`config.mk`:
```
export PLATFORM = sky130hd
export DESIGN_NAME = sudoku_puzzle_loader
export DESIGN_NICKNAME = d
export VERILOG_FILES = /design/src/rtl/sudoku_puzzle_loader.sv
export SDC_FILE = /design/constraint.sdc
export NUM_CORES = 1
export LEC_CHECK = 0
export ABC_AREA = 1
export CORE_ASPECT_RATIO = 2
export CORE_MARGIN = 4
export CORE_UTILIZATION = 40
export CTS_CLUSTER_SIZE = 10
export DETAILED_ROUTE_END_ITERATION = 12
export MAX_ROUTING_LAYER = met4
export PLACE_DENSITY = 0.66
export SLEW_MARGIN = 10
export SYNTH_ARGS = -nofsm -noshare
export SYNTH_HDL_FRONTEND = slang
export SYNTH_SLANG_ARGS = --single-unit
```
`constraint.sdc`:
```
create_clock -name Clk -period 1.25 [get_ports Clk]
set_input_delay 0.125 -clock Clk [delete_from_list [all_inputs] [get_ports Clk]]
set_output_delay 0.125 -clock Clk [all_outputs]
set_load 0.1 [all_outputs]
```
`src/rtl/sudoku_puzzle_loader.sv`:
```
// Feeds an 81-digit puzzle stream into the solver's board-entry port using
// Enter/Next pulses, checks the solver cursor after each step, then issues Start.
module sudoku_puzzle_loader #(
    parameter int WAIT_MAX = 255
) (
    input  logic       Clk,
    input  logic       Reset,
    input  logic       Go_i,
    input  logic       DigitValid_i,
    input  logic [3:0] Digit_i,
    output logic       DigitReady_o,
    input  logic       SolLoad_i,
    input  logic [3:0] SolRow_i,
    input  logic [3:0] SolCol_i,
    output logic [3:0] SolValue_o,
    output logic       SolEnter_o,
    output logic       SolNext_o,
    output logic       SolPrev_o,
    output logic       SolStart_o,
    output logic       Busy_o,
    output logic       Done_o,
    output logic       Err_o,
    output logic [1:0] ErrCode_o,
    output logic [6:0] CellCount_o
);

    localparam int WW = $clog2(WAIT_MAX + 1);

    localparam logic [3:0] S_IDLE      = 4'd0;
    localparam logic [3:0] S_WAIT_LOAD = 4'd1;
    localparam logic [3:0] S_FETCH     = 4'd2;
    localparam logic [3:0] S_ENTER     = 4'd3;
    localparam logic [3:0] S_ADVANCE   = 4'd4;
    localparam logic [3:0] S_SYNC      = 4'd5;
    localparam logic [3:0] S_START     = 4'd6;
    localparam logic [3:0] S_DONE      = 4'd7;
    localparam logic [3:0] S_ERR       = 4'd8;

    localparam logic [1:0] E_LOAD_LOST = 2'b00;
    localparam logic [1:0] E_TIMEOUT   = 2'b01;
    localparam logic [1:0] E_POSITION  = 2'b10;
    localparam logic [1:0] E_DIGIT     = 2'b11;

    localparam logic [WW-1:0] WAIT_LAST = WW'(WAIT_MAX - 1);

    logic [3:0]    state_q, state_d;
    logic [3:0]    exp_row_q, exp_row_d;
    logic [3:0]    exp_col_q, exp_col_d;
    logic [3:0]    digit_q, digit_d;
    logic [WW-1:0] wait_q, wait_d;
    logic [6:0]    count_q, count_d;
    logic [1:0]    code_q, code_d;

    logic last_cell;
    assign last_cell = (exp_row_q == 4'd8) && (exp_col_q == 4'd8);

    always_comb begin
        state_d   = state_q;
        exp_row_d = exp_row_q;
        exp_col_d = exp_col_q;
        digit_d   = digit_q;
        wait_d    = wait_q;
        count_d   = count_q;
        code_d    = code_q;

        case (state_q)
            S_IDLE, S_DONE, S_ERR: begin
                if (Go_i) begin
                    count_d   = 7'd0;
                    exp_row_d = 4'd0;
                    exp_col_d = 4'd0;
                    wait_d    = '0;
                    code_d    = E_LOAD_LOST;
                    state_d   = S_WAIT_LOAD;
                end
            end
            S_WAIT_LOAD: begin
                if (SolLoad_i) begin
                    if (SolRow_i == 4'd0 && SolCol_i == 4'd0) begin
                        state_d = S_FETCH;
                    end else begin
                        code_d  = E_POSITION;
                        state_d = S_ERR;
                    end
                end else if (wait_q == WAIT_LAST) begin
                    code_d  = E_TIMEOUT;
                    state_d = S_ERR;
                end else begin
                    wait_d = wait_q + 1'b1;
                end
            end
            S_FETCH: begin
                // Losing SolLoad outranks every other transition of the load loop.
                if (!SolLoad_i) begin
                    code_d  = E_LOAD_LOST;
                    state_d = S_ERR;
                end else if (DigitValid_i) begin
                    if (Digit_i > 4'd9) begin
                        code_d  = E_DIGIT;
                        state_d = S_ERR;
                    end else begin
                        digit_d = Digit_i;
                        state_d = S_ENTER;
                    end
                end
            end
            S_ENTER: begin
                if (!SolLoad_i) begin
                    code_d  = E_LOAD_LOST;
                    state_d = S_ERR;
                end else begin
                    count_d = count_q + 7'd1;
                    state_d = last_cell ? S_START : S_ADVANCE;
                end
            end
            S_ADVANCE: begin
                if (!SolLoad_i) begin
                    code_d  = E_LOAD_LOST;
                    state_d = S_ERR;
                end else begin
                    if (exp_col_q == 4'd8) begin
                        exp_col_d = 4'd0;
                        exp_row_d = exp_row_q + 4'd1;
                    end else begin
                        exp_col_d = exp_col_q + 4'd1;
                    end
                    state_d = S_SYNC;
                end
            end
            S_SYNC: begin
                // The solver cursor has already moved on the SolNext edge.
                if (!SolLoad_i) begin
                    code_d  = E_LOAD_LOST;
                    state_d = S_ERR;
                end else if (SolRow_i == exp_row_q && SolCol_i == exp_col_q) begin
                    state_d = S_FETCH;
                end else begin
                    code_d  = E_POSITION;
                    state_d = S_ERR;
                end
            end
            S_START: begin
                state_d = S_DONE;
            end
            default: begin
                state_d = S_IDLE;
            end
        endcase
    end

    always_ff @(posedge Clk or posedge Reset) begin
        if (Reset) begin
            state_q   <= S_IDLE;
            exp_row_q <= 4'd0;
            exp_col_q <= 4'd0;
            digit_q   <= 4'd0;
            wait_q    <= '0;
            count_q   <= 7'd0;
            code_q    <= E_LOAD_LOST;
        end else begin
            state_q   <= state_d;
            exp_row_q <= exp_row_d;
            exp_col_q <= exp_col_d;
            digit_q   <= digit_d;
            wait_q    <= wait_d;
            count_q   <= count_d;
            code_q    <= code_d;
        end
    end

    assign DigitReady_o = (state_q == S_FETCH);
    assign SolEnter_o   = (state_q == S_ENTER);
    assign SolNext_o    = (state_q == S_ADVANCE);
    assign SolStart_o   = (state_q == S_START);
    assign SolPrev_o    = 1'b0;
    assign SolValue_o   = digit_q;
    assign Busy_o       = !((state_q == S_IDLE) || (state_q == S_DONE) || (state_q == S_ERR));
    assign Done_o       = (state_q == S_DONE);
    assign Err_o        = (state_q == S_ERR);
    assign ErrCode_o    = code_q;
    assign CellCount_o  = count_q;

endmodule

```
== Yosys cells after proc, flatten, opt, wreduce, memory -nomap -nowiden ==
Cells that the tools add are included.
Storage, ports and cells
  memories kept: 0
  output and inout port bits: 21
  input port bits: 17
  ROM bits: 0
  bits in registers: 33
  bits in latches: 0
  word-level logic and storage cells: 98
  memory bits (writable): 0
Operators by class
  mux-type cells: 38
  $add $sub $neg: 4
  div/mod/pow operators: 0
  multipliers: 0
  shifts and indexed selects: 0
  bitwise logic cells: 1
  equality and inequality tests: 25
  magnitude comparators: 1
  reductions and logical operators: 22
Operators with widths (count)
  4-bit two-way mux: 16
  4-bit case mux with 7 select lines: 1
  8-bit two-way mux: 3
  2-bit two-way mux: 11
  4-bit by 3-bit == test with 1-bit output (second input constant): 4
  4-bit case mux with 2 select lines: 2
  8-bit case mux with 2 select lines: 1
  7-bit two-way mux: 2
  7-bit case mux with 2 select lines: 1
  4-bit == test (second input constant): 3
  4-bit zero test: 3
  2-bit inequality test (second input constant): 6
  3-bit inequality test (second input constant): 4
  4-bit AND reduction: 3
  2-bit case mux with 5 select lines: 1
  3-bit AND reduction: 3
  4-bit by 1-bit adder with 4-bit output (second input constant): 2
  8-bit by 1-bit adder with 8-bit output (second input constant): 1
  4-bit by 2-bit == test with 1-bit output (second input constant): 2
  4-bit == test: 2
  8-bit == test (second input constant): 1
  8-bit AND reduction: 1
  7-bit by 1-bit adder with 7-bit output (second input constant): 1
  2-bit nonzero test: 3
  11 further kinds: 14

== Longest topological paths before layout ==
Gate-level depths: netlist of run 1.
  depth after elaboration: 5
  depth in mapped cells: 12
  mapped depth without buffers: 12

== Worst setup path after synthesis of run 1 ==
OpenSTA, ideal clock, no wires.
  path kind: reg-to-reg
  start point: register state_q[0]
  end point: register state_q[0]
  setup time: 0.131 ns
  period minus slack after synthesis: 2.658 ns
  setup slack: -1.408 ns
  path buffers: 0
  arrival: 2.527 ns
  cell stages (with the launch flop): 9
  required time: 1.119 ns
  cell sequence: dfrtp_1 > inv_1 > nand2_1 > nor2_1 > nand3_1 > nand3_2 > inv_1 > o31ai_1 > o21ai_1
Between the ends
  elaborated cells between the ends (all ways): 15
  classes of those cells: eq/ne: 11; mux: 1; reduce/logical: 3
RTL lines
  start: declaration: RTL line 46  | logic [3:0] state_q, state_d;
  start signal: assignment: RTL line 161  | state_q <= state_d;
  4-bit by 2-bit == test with 1-bit output *
  via DigitReady_o: RTL line 11  | output logic DigitReady_o,
  3-bit inequality test (no source line)
  3-bit AND reduction (no source line)
The timed path passes the listed nets; every way through them passes the cells marked *.
A chain may end at the register's enable or synchronous reset.

== Final worst setup path of run 1 ==
  start point: register state_q[3]
  end point: register code_q[0], in the netlist ErrCode_o[0]
Between the ends
  longest elaborated chain between the ends: 4
  elaborated cells between the ends (all ways): 20
  classes of those cells: eq/ne: 14; mux: 1; reduce/logical: 5
RTL lines
  4-bit by 3-bit == test with 1-bit output (tied with other cells): RTL line 66  | case (state_q)
  3-bit OR reduction or 2-bit OR reduction (tied branches)
  5-bit nonzero test (no source line) or 2-bit inequality test (tied branches)
  8-bit AND reduction (no source line)
  end signal: assignment: RTL line 167  | code_q <= code_d;
  end: declaration: RTL line 52  | logic [1:0] code_q, code_d;
Parallel ways exist; a longest one is shown, timed or not.

==> flow_metrics.env, run 1 <==
export IMPL_nets=454
export IMPL_drv_slew=0
export IMPL_reg2reg_slack_ns=-0.52
export IMPL_violations="setup timing"
export IMPL_io_pins=38
export IMPL_clock_latency_ns=0.30
export IMPL_cts_root_buf="clkbuf_8"
export IMPL_drt_iter0_drc=89
export IMPL_first_pass_iters=4
export IMPL_multi_input_area_um2=1560
export IMPL_final_cell_mix="buf_4 (65), nand2_1 (64), inv_1 (29)"
export IMPL_cts_tree="yes"
export IMPL_crit_slowest_cell="dfrtp_2"
export IMPL_timing_worst_setup_path_type="reg -> reg"
export IMPL_dp_cells=460
export IMPL_fmax_mhz=566
export IMPL_die_w_um=60.3
export IMPL_crit_required_ns=1.44
export IMPL_crit_fanout=4
export IMPL_wire_per_inst_um=17.3
export IMPL_clock_sinks=33
export IMPL_period_needed_ns=1.77
export IMPL_use_met2_pct=44.9
export IMPL_post_route_period_util_pct=141
export IMPL_vdd_drop_max_uv=1620
export IMPL_dp_final_hpwl_mm=5.17
export IMPL_final_common_cell="buf_4"
export IMPL_cap_violations=0
export IMPL_grt_usage_pct=24.2
export IMPL_vias=2610
export IMPL_core_um2=5230
export IMPL_hp_class="in -> async"
export IMPL_fin_tns_setup_ns=-14.46
export IMPL_synth_area_um2=2190
export IMPL_top_usage_layer="met2"
export IMPL_p_per_area_nw_per_um2=1430
export IMPL_power_leakage_nw=1.93
export IMPL_wirelength_mm=8.48
export IMPL_area_delta_synth_final_pct=89.5
export IMPL_critical_path_arrival_ns=1.96
export IMPL_cts_hold_buf=0
export IMPL_hold_violations=0
export IMPL_rsz0062_at_grt="yes"
export IMPL_cts_clk_slew_worst_paths_ns=0.07
export IMPL_gp_congestion=0.901
export IMPL_die_area_um2=6790
export IMPL_rows=37
export IMPL_skew_ns=0.00270
export IMPL_start_util_pct=41.8
export IMPL_grt_max_degree=34
export IMPL_grt_util_met1_pct=23.0
export IMPL_synth_cells=297
export IMPL_drcViolationCount=0
export IMPL_path_cells="buf_6 > inv_4 > buf_6 > nand2_8 > buf_4 > nor2_1 > nand3_1 > nand3_1 > nand2_1"
export IMPL_grt_pass1_wl_mm=12.0
export IMPL_syn_num_nets=321
export IMPL_port_buffers=36
export IMPL_n_antenna_cell=0
export IMPL_final_cells=489
export IMPL_cp_end_kind="flop"
export IMPL_use_met3_pct=4.26
export IMPL_cts_max_level=2
export IMPL_status="finished, violations left"
export IMPL_cpPeakStageDelay_ns=0.45
export IMPL_cts_made_buffers=5
export IMPL_globalRoute_totalOverflow=0
export IMPL_antenna_found_initial=0
export IMPL_worst_slack_ns=-0.517
export IMPL_clock_path_buffers=2
export IMPL_seqCellArea_um2=842
export IMPL_drive_gt1_share_pct=49.7
export IMPL_ys_warnings_count=0
export IMPL_synth_area_per_cell_um2=7.37
export IMPL_grt_pass1_vias=2673
export IMPL_ys_seq_elements=33
export IMPL_fp_dieH_um=113
export IMPL_ys_types=31
export IMPL_ant_nets=0
export IMPL_yosysSeqAreaShare_pct=37.7
export IMPL_cp_start_kind="flop"
export IMPL_setup_viol=40
export IMPL_fill_cells=308
export IMPL_vias_per_cell=5.34
timing repair:
item | 4_1_cts | 5_1_grt
setup endpoints to repair | 42 | 42
pin swaps | 7 | 19
resized for setup | 45 | 56
gates cloned | 2 | 0
buffers inserted | 10 | 10
where the power goes:
group	switching [mW]	total [mW]	internal [mW]	leakage, nW
Combinational	2.08	3.63	1.54	1.43
Clock	0.431	1.08	0.650	0.0585
Sequential	0.0927	1.24	1.15	0.440
through the flow:
step                util (%)  hold WS, ns  area (um^2)  total power [mW]  worst slack, ns
finish                  79.3        0.165         4150              5.95           -0.517
global route            79.3        0.195         4150              6.20           -0.602
CTS                     73.6        0.175         3850              5.24           -0.408
detailed placement      66.3        0.493         3470              3.68           -0.422
global placement        66.3        0.495         3470              3.65           -0.397
floorplan                  -        0.254         2280              2.60           -0.483
cell families after synthesis:
| family | count (synthesis) | share of synthesized area [%] |
|---|---|---|
| AOI/OAI and AO/OA | 36 | 9.83 |
| buffers and inverters | 43 | 8.29 |
| other | 1 | 0.171 |
| DFF | 33 | 37.7 |
| xor gates and xnor gates | 11 | 4.40 |
| and+or+nand+nor | 162 | 33.5 |
| adders and majority gates | 7 | 4.00 |
| muxes | 4 | 2.06 |
registers in the layout (all words and copies together), names as in the netlist:
name         flops
exp_row_q        4
exp_col_q        4
ErrCode_o        2
CellCount_o      7
state_q          4
SolValue_o       4
wait_q           8
worst max-delay path: cells and delay by family (launching register included):
family / cells / cell delay (ns)
buffers and inverters: 4 / 0.44
flip-flops: 1 / 0.45
AND/OR/NAND/NOR: 5 / 0.78
cells in the mapped netlist:
library cell  count  area (um^2)
buf_2             1         5.00
nor2_2            1         6.26
or2_2             3         18.8
dfrtp_1          33          826
nand3b_1          1         7.51
buf_4             1         7.51
nor3_1            3         15.0
ha_1              7         87.6
nand4_1           4         25.0
conb_1            1         3.75
inv_1            35          131
mux2_2            2         22.5
xnor2_1           2         17.5
o31ai_1           9         67.6
nand3_2           3         30.0
nand2_1          82          308
a21oi_4           1         16.3
nand2_4           2         22.5
o22ai_1           1         6.26
xor2_1            9         78.8
buf_6             2         22.5
o21ai_1           5         25.0
nor2_4            2         22.5
nor3b_2           1         12.5
a21oi_1           6         30.0
inv_2             4         15.0
nand3_1          24          120
nor2_1           32          120
nand2_2           4         25.0
mux2_1            2         22.5
o21ai_0          14         70.1
layer usage:
| metal | routed length (um) | vias up |
|---|---|---|
| met5 | 0 | - |
| met4 | 421 | 0 |
| met3 | 374 | 39 |
| met2 | 4910 | 103 |
| met1 | 2770 | 1245 |
| li1 | - | 1223 |
path summary, 6_finish.rpt:
check / from / to / cells after the start
worst max-delay path: state_q[3] / ErrCode_o[0] / 9
worst min register to register: ErrCode_o[1] / ErrCode_o[1] / 2
worst max register to register: state_q[3] / ErrCode_o[0] / 9
min in group Clk: Digit_i[0] / SolValue_o[0] / 2
max in group asynchronous: Reset / state_q[3] / 3
worst min-delay path: Reset / CellCount_o[1] / 3
final cells by class:
class | instances | share of cell area [%]
Timing Repair Buffer | 128 | 33.5
Clock inverter | 1 | 0.724
Multi-Input combinational cell | 223 | 37.5
Clock buffer | 7 | 2.08
Inverter | 39 | 4.16
Tap cell | 58 | 1.75
Sequential cell | 33 | 20.3
Power figures use the tool's default switching activity.
==> inputs of run 2 (changes only) <==
Settings changed: CORE_UTILIZATION 40 to 48, PLACE_DENSITY 0.66 to 0.76.
Clock period 1.25 ns to 1.48 ns, I/O delays scaled along.
==> flow_metrics.env, run 2 (synthesized netlist as in run 1, its figures left out) <==
export IMPL_cp_start_kind="flop"
export IMPL_hold_slack_ns=0.171
export IMPL_area_delta_synth_final_pct=87.7
export IMPL_vias=2894
export IMPL_grt_pass1_vias=2779
export IMPL_fp_dieH_um=103
export IMPL_reg2reg_to="ErrCode_o[0]"
export IMPL_dp_cells=428
export IMPL_skew_ns=0.0133
export IMPL_top_register="wait_q"
export IMPL_crit_slowest_cell="dfrtp_2"
export IMPL_fill_cells=127
export IMPL_fmax_mhz=554
export IMPL_worst_slack_ns=-0.325
export IMPL_final_cells=468
export IMPL_drt_iter0_drc=276
export IMPL_antenna_found_initial=0
export IMPL_dp_final_hpwl_mm=4.83
export IMPL_wirelength_mm=11.5
export IMPL_fin_tns_setup_ns=-6.88
export IMPL_critical_path_arrival_ns=2.05
export IMPL_maxSlewHeadroom_pct=67.1
export IMPL_path_cells="buf_6 > clkinv_8 > nor2_4 > nand2_4 > buf_4 > buf_4 > o21ai_0 > nand3_1 > nand2_1"
export IMPL_path_common_cell="buf_4"
export IMPL_hold_violations=0
export IMPL_nets=437
export IMPL_globalRoute_totalOverflow=0
export IMPL_p_per_area_nw_per_um2=1310
export IMPL_cts_max_level=2
export IMPL_final_cell_mix="nand2_1 (60), buf_4 (51), inv_1 (26)"
export IMPL_design_area_um2=4110
export IMPL_cap_violations=0
export IMPL_rows=34
export IMPL_vias_per_cell=6.18
export IMPL_crit_fanout=5
export IMPL_die_area_um2=5770
export IMPL_grt_max_degree=34
export IMPL_reg2reg_slack_ns=-0.33
export IMPL_hp_class="in -> async"
export IMPL_post_route_period_util_pct=122
export IMPL_drive_gt1_share_pct=50.7
export IMPL_port_buffers=36
export IMPL_drv_slew=0
export IMPL_placed_cell_area_um2=3210
export IMPL_ant_nets=0
export IMPL_worst_path_stages=9
export IMPL_seqCellArea_um2=842
export IMPL_first_pass_iters=6
export IMPL_period_needed_ns=1.81
export IMPL_critPathTopFamily="buffers and inverters"
export IMPL_drcViolationCount=0
export IMPL_power_leakage_nw=1.85
export IMPL_status="finished, violations left"
export IMPL_wire_per_inst_um=24.6
export IMPL_setup_viol=40
export IMPL_core_um2=4380
export IMPL_total_power_mw=5.38
export IMPL_cp_end_kind="flop"
export IMPL_final_util_pct=93.7
export IMPL_cts_tree="yes"
export IMPL_reg2reg_from="state_q[0]"
export IMPL_multi_input_area_um2=1660
export IMPL_die_w_um=55.7
export IMPL_clock_path_buffers=2
export IMPL_clock_sinks=33
export IMPL_cts_made_buffers=5
export IMPL_violations="setup timing"
export IMPL_grt_usage_pct=30.6
export IMPL_crit_required_ns=1.73
export IMPL_place_ws_ns=-0.287
export IMPL_cts_clk_slew_worst_paths_ns=0.09
export IMPL_grt_pass1_wl_mm=13.2
export IMPL_tightest_slew_ns=0.489
export IMPL_vdd_drop_max_uv=1330
export IMPL_timing_worst_setup_path_type="reg -> reg"
export IMPL_io_pins=38
export IMPL_cpPeakStageDelay_ns=0.47
export IMPL_clock_latency_ns=0.31
export IMPL_reg2reg_depth=9
export IMPL_final_common_cell="nand2_1"
export IMPL_rsz0062_at_grt="yes"
export IMPL_n_antenna_cell=0
export IMPL_gp_congestion=0.867
export IMPL_path_buf_inv=4
export IMPL_cts_root_buf="clkbuf_8"
export IMPL_start_util_pct=49.9
export IMPL_largest_reg_flops=8
-- run 2: layout make-up --
class                           count  area share, %
Clock inverter                      3           1.13
Timing Repair Buffer              111           29.9
Multi-Input combinational cell    223           40.5
Tap cell                           54           1.64
Inverter                           39           4.63
Sequential cell                    33           20.5
Clock buffer                        5           1.68
-- run 2: tightest hold or removal path, cell delays in order --
cell,delay (ns)
clkdlybuf4s50_1,0.39
inv_1,0.09
buf_12,0.22
-- run 2: timing repair --
item	in CTS	in global routing
gates resized for setup	57	79
setup buffers	14	18
hold buffers	0	0
pin swaps	15	29
cloned	2	0
setup endpoints to repair	40	40
-- run 2: worst max-delay path by stage --
stage | from | end | slack [ns]
after floorplan | state_q[1] | ErrCode_o[0] | -0.25
after global placement | SolLoad_i | ErrCode_o[1] | -0.26
after detailed placement | SolLoad_i | ErrCode_o[1] | -0.29
after CTS | state_q[2] | Busy_o | -0.12
after global routing | exp_col_q[1] | ErrCode_o[0] | -0.45
final | state_q[0] | ErrCode_o[0] | -0.33
-- run 2: metal layers --
| metal | share of wire (%) | GRT usage (%) |
|---|---|---|
| met2 | 51 | 55.7 |
| met1 | 33 | 28.2 |
| met3 | 6.8 | 5.71 |
| met4 | 8.7 | 22.1 |
| met5 | 0 | - |
-- run 2: power breakdown --
part	switching, mW	internal, mW	leakage, nW
sequential	0.0967	0.969	0.440
clock	0.423	0.505	0.0543
combinational	2.03	1.35	1.36
